$ cat src/rtl/wb_port_arbiter.sv
// Write-back port arbiter: grants the ALU or data-memory result path to the single
// register-file write port, with a starvation guard for the ALU path. Optional
// contention-cycle counter is enabled by defining WB_PERF_EN.
module wb_port_arbiter #(
  parameter int STARVE_LIMIT = 3
) (
  input  logic        clk,
  input  logic        reset,
  input  logic        alu_valid,
  input  logic [2:0]  alu_addr,
  input  logic [15:0] alu_data,
  output logic        alu_ready,
  input  logic        dm_valid,
  input  logic [2:0]  dm_addr,
  input  logic [15:0] dm_data,
  output logic        dm_ready,
  input  logic        stall,
  output logic        rf_we,
  output logic [2:0]  rf_waddr,
  output logic [15:0] rf_wdata
`ifdef WB_PERF_EN
  ,
  output logic [15:0] conflict_cnt
`endif
);

  localparam logic [3:0] LIMIT = 4'(STARVE_LIMIT);

  logic [3:0]  starve_cnt;
  logic        contention;
  logic        alu_grant;
  logic        dm_grant;
  logic        any_grant;
  logic [2:0]  win_addr;
  logic [15:0] win_data;

  assign contention = alu_valid && dm_valid;

  // NOTE: every always_comb output gets a default first so no path leaves a latch.
  always_comb begin
    alu_grant = 1'b0;
    dm_grant  = 1'b0;
    if (!reset && !stall) begin
      if (contention) begin
        if (starve_cnt < LIMIT) dm_grant  = 1'b1;
        else                    alu_grant = 1'b1;
      end else begin
        alu_grant = alu_valid;
        dm_grant  = dm_valid;
      end
    end
  end

  assign alu_ready = alu_grant;
  assign dm_ready  = dm_grant;
  assign any_grant = alu_grant || dm_grant;

  always_comb begin
    win_addr = dm_addr;
    win_data = dm_data;
    if (alu_grant) begin
      win_addr = alu_addr;
      win_data = alu_data;
    end
  end

  // NOTE: sequential state uses non-blocking assignments so all registers update together.
  always_ff @(posedge clk) begin
    if (reset) begin
      starve_cnt <= 4'd0;
    end else if (alu_grant) begin
      starve_cnt <= 4'd0;
    end else if (dm_grant && contention && starve_cnt != 4'd15) begin
      starve_cnt <= starve_cnt + 4'd1;
    end
  end

  // Address and data hold when idle; only the write enable drops.
  always_ff @(posedge clk) begin
    if (reset) begin
      rf_we    <= 1'b0;
      rf_waddr <= 3'd0;
      rf_wdata <= 16'd0;
    end else if (any_grant) begin
      rf_we    <= (win_addr != 3'd0);
      rf_waddr <= win_addr;
      rf_wdata <= win_data;
    end else begin
      rf_we    <= 1'b0;
    end
  end

`ifdef WB_PERF_EN
  always_ff @(posedge clk) begin
    if (reset) begin
      conflict_cnt <= 16'd0;
    end else if (contention && !stall) begin
      conflict_cnt <= conflict_cnt + 16'd1;
    end
  end
`endif

endmodule

$ cat config.mk
export PLATFORM = sky130hd
export DESIGN_NAME = wb_port_arbiter
export DESIGN_NICKNAME = d
export VERILOG_FILES = /design/src/rtl/wb_port_arbiter.sv
export SDC_FILE = /design/constraint.sdc
export NUM_CORES = 1
export LEC_CHECK = 0
export BUFFER_PORTS_ARGS = -buffer_cell sky130_fd_sc_hd__buf_2
export CAP_MARGIN = 20
export CORE_UTILIZATION = 42
export DETAILED_ROUTE_END_ITERATION = 16
export PLACE_DENSITY = 0.86
export SLEW_MARGIN = 20
export SYNTH_ARGS = -nofsm -noshare
export SYNTH_HDL_FRONTEND = slang
export SYNTH_SLANG_ARGS = --single-unit
$ cat constraint.sdc
create_clock -name clk -period 2.09 [get_ports clk]
set_input_delay 0.1045 -clock clk [delete_from_list [all_inputs] [get_ports clk]]
set_output_delay 0.1045 -clock clk [all_outputs]
set_load 0.05 [all_outputs]
==> impl_metrics.csv <==
group,metric,value,unit
cells_and_area,final_cell_area,1470,um^2
yosys,ys_dominant_reg_cell,"dfxtp_1",
detailed_routing,ant_nets,0,
grt,antenna_found_initial,0,
detailed_routing,wirelength_met1,1.22,mm
detailed_routing,via_per_inst,5.50,
timing,drv_slew,0,
timing,slew_headroom,51.6,%
run,max-cap-violations,0,
floorplan,std_cell_rows,17,
yosys,ys_ff_latch,24,
hold_path,hold_class,"in -> reg",
timing,hold_viol_final,0,
setup_path,crit_chain,"ha_1 -> or4b_4 -> nand3_4 -> inv_1 -> buf_2",
power_and_ir_drop,pwr-share-comb,28.2,%
grt,grt_overflow_total,0,
yosys,yosysTopAreaCell,"dfxtp_1",
detailed_routing,drt-initial-drc-count,34,
floorplan,initial_core_util,46.5,%
clocking,cts_resized,0,
yosys,synthCells,113,
cells_and_area,area_delta_synth_final,36.5,%
timing,fin_crit_sh,93.1,%
setup_path,critPathArrivalTime,1.84,ns
power_and_ir_drop,p_leak,0.735,nW
yosys,yosys-top-cells-area,"dfxtp_1 45%, o221a_2 18%, a21oi_1 9.3%, inv_1 7.3%, clkbuf_1 1.7%",
power_and_ir_drop,max-vdd-ir-drop,0.630,mV
clocking,hold_buffers,0,
timing,period_needed,1.95,ns
clocking,clock_sinks,24,
yosys,ys_seq_area_share,44.6,%
yosys,synthArstFlopShare,0,%
power_and_ir_drop,netSwitchingPower,0.342,mW
floorplan,core,2320,um^2
setup_path,cp_max_fo,9,
place,place_congestion,0.707,
place,portBuffers,64,
detailed_routing,wl_met2,1.22,mm
cells_and_area,n_fill_cell,209,
setup_path,path_class,"reg -> out",
setup_path,startpoint_type,"register",
grt,grt_pass1_vias,1001,
yosys,syn-num-nets,157,
setup_path,required,1.99,ns
place,place_hpwl,2.09,mm
detailed_routing,wirelength,2.72,mm
clocking,clk_latency,0.31,ns
timing,setup_viol_count_final,0,
setup_path,worst_path_max_delay_cell,"or4b_4",
yosys,yosysWarnings,0,
floorplan,die_w,52.6,um
floorplan,die_y,52.6,um
grt,grt_pass1_wl,4.37,mm
clocking,cts_made_buffers,3,
grt,grt_start_max_net_pins,25,
timing,fmax,514,MHz
clocking,htree_levels,1,
detailed_routing,vias,1123,
timing,rsz0062_at_grt,"false",
power_and_ir_drop,total_power,1.04,mW
setup_path,cpPeakStageDelay,0.53,ns
detailed_routing,wl_per_cell,13.3,um
cells_and_area,num-nets-final,221,
yosys,synthDominantCellAreaShare,44.6,%
power_and_ir_drop,swShare,32.9,%
floorplan,die_area,2770,um^2
yosys,yosysUniqueCellTypes,26,
detailed_routing,drcViolationCount,0,
timing,setup_tns,0,ns
detailed_routing,wl_met3,258,um
power_and_ir_drop,power_density,706,nW/um^2
timing,tightestPinTransition,0.726,ns
yosys,synth.avg_cell_area,9.53,um^2
place,placed_cell_area,1430,um^2
cells_and_area,diodes,0,
clocking,clockBufferDepth,2,
grt,grt_usage,21.3,%
yosys,ys_top_cells_by_count,"24 x dfxtp_1, 21 x inv_1, 20 x a21oi_1",
power_and_ir_drop,seq_power_share,48.8,%
floorplan,ios,65,
timing,skew,0.00148,ns
outcome,outcome,"complete, no violations",
yosys,yosysMostFrequentCell,"dfxtp_1",
setup_path,cp-end-kind,"primary output",
clocking,clkTransAtPathRegs,0.13,ns
yosys,syn_area,1080,um^2
yosys,synth_edf_count,0,
power_and_ir_drop,p_int,0.696,mW
cells_and_area,drive_gt1_share,52.3,%
detailed_routing,drt-pass1-iter-count,5,
clocking,root_buffer,"clkbuf_4",
power_and_ir_drop,power_frac_clock,23.0,%
detailed_routing,highest_layer,"met4",
clocking,cts_tree,"built",
clocking,cts_setup_buffers,0,
==> logic make-up after synthesis <==
family                   after synthesis  share of synthesized area, %
AND/OR/NAND/NOR                       15                          10.1
adder cells (fa/ha/maj)                1                          1.16
flip-flops                            24                          44.6
buffers and inverters                 28                          10.5
AO/OA/AOI/OAI                         45                          33.7
==> worst max-delay path, delay by kind of cell (launching register included) <==
family	cells	cell delay (ns)
AND/OR/NAND/NOR	2	0.70
buffers and inverters	2	0.25
flip-flops	1	0.35
adder cells (fa/ha/maj)	1	0.23
==> sequential cells by signal, summed over array words and instances (netlist names) <==
register	cells
rf_wdata	16
starve_cnt	4
rf_waddr	3
rf_we	1
==> cells in the final DEF (no fill, tap or decap), drive strengths merged <==
cell    Yosys  layout
o31ai       1       1
o21ai       1       1
nor4b       2       2
nand2b      1       1
nor2        1       1
or4b        1       1
a211oi      1       1
nand4b      1       1
clkbuf      5       4
o221a      18      18
o21bai      1       1
buf         2      66
or3         2       2
dfxtp      24      24
a21oi      21      21
o211a       1       1
nand3       2       2
nand2       2       2
and3b       2       2
nor4        1       1
inv        21      21
ha          1       1
o31a        1       1
==> metrics by stage <==
stage               worst slack (ns)  std cells  hold slack (ns)  utilization, %
finish                         0.144        204           0.0490            63.4
global route                  0.0368        204           0.0116            63.4
CTS                           0.0621        204           0.0362            63.1
detailed placement             0.396        200            0.373            61.5
global placement               0.445        200            0.367            61.5
floorplan                      0.530        113            0.261               -
==> per-layer routing <==
layer | up-vias | GRT usage (%)
li1 | 543 | -
met1 | 510 | 24.3
met2 | 66 | 36.9
met3 | 4 | 7.54
met4 | 0 | 6.14
met5 | - | 0
==> path summary, 6_finish.rpt <==
check	endpoint	start	cells after the start	slack (ns)
setup / recovery	alu_ready	starve_cnt[0]	5	0.14
hold / removal	rf_wdata[2]	dm_data[2]	2	0.05
setup reg to reg	rf_wdata[10]	starve_cnt[0]	5	0.37
hold reg to reg	starve_cnt[1]	starve_cnt[1]	2	0.47
==> cell type report <==
class                      instances  area, um^2  share of cell area, %
multi-input combinational         61         492                   33.4
sequential                        24         480                   32.7
timing repair buffer              66         348                   23.7
inverter                          21        78.8                   5.36
clock buffer                       4        36.3                   2.47
tap                               28        35.0                   2.38
==> power by group through the flow <==
stage	Combinational, mW	Sequential (mW)	Clock (mW)
after floorplan	0.0886	0.626	0
after global placement	0.287	0.514	0
after detailed placement	0.292	0.516	0
after CTS	0.293	0.507	0.252
after global routing	0.314	0.511	0.277
final	0.293	0.506	0.239
Power figures use the tool's default switching activity.
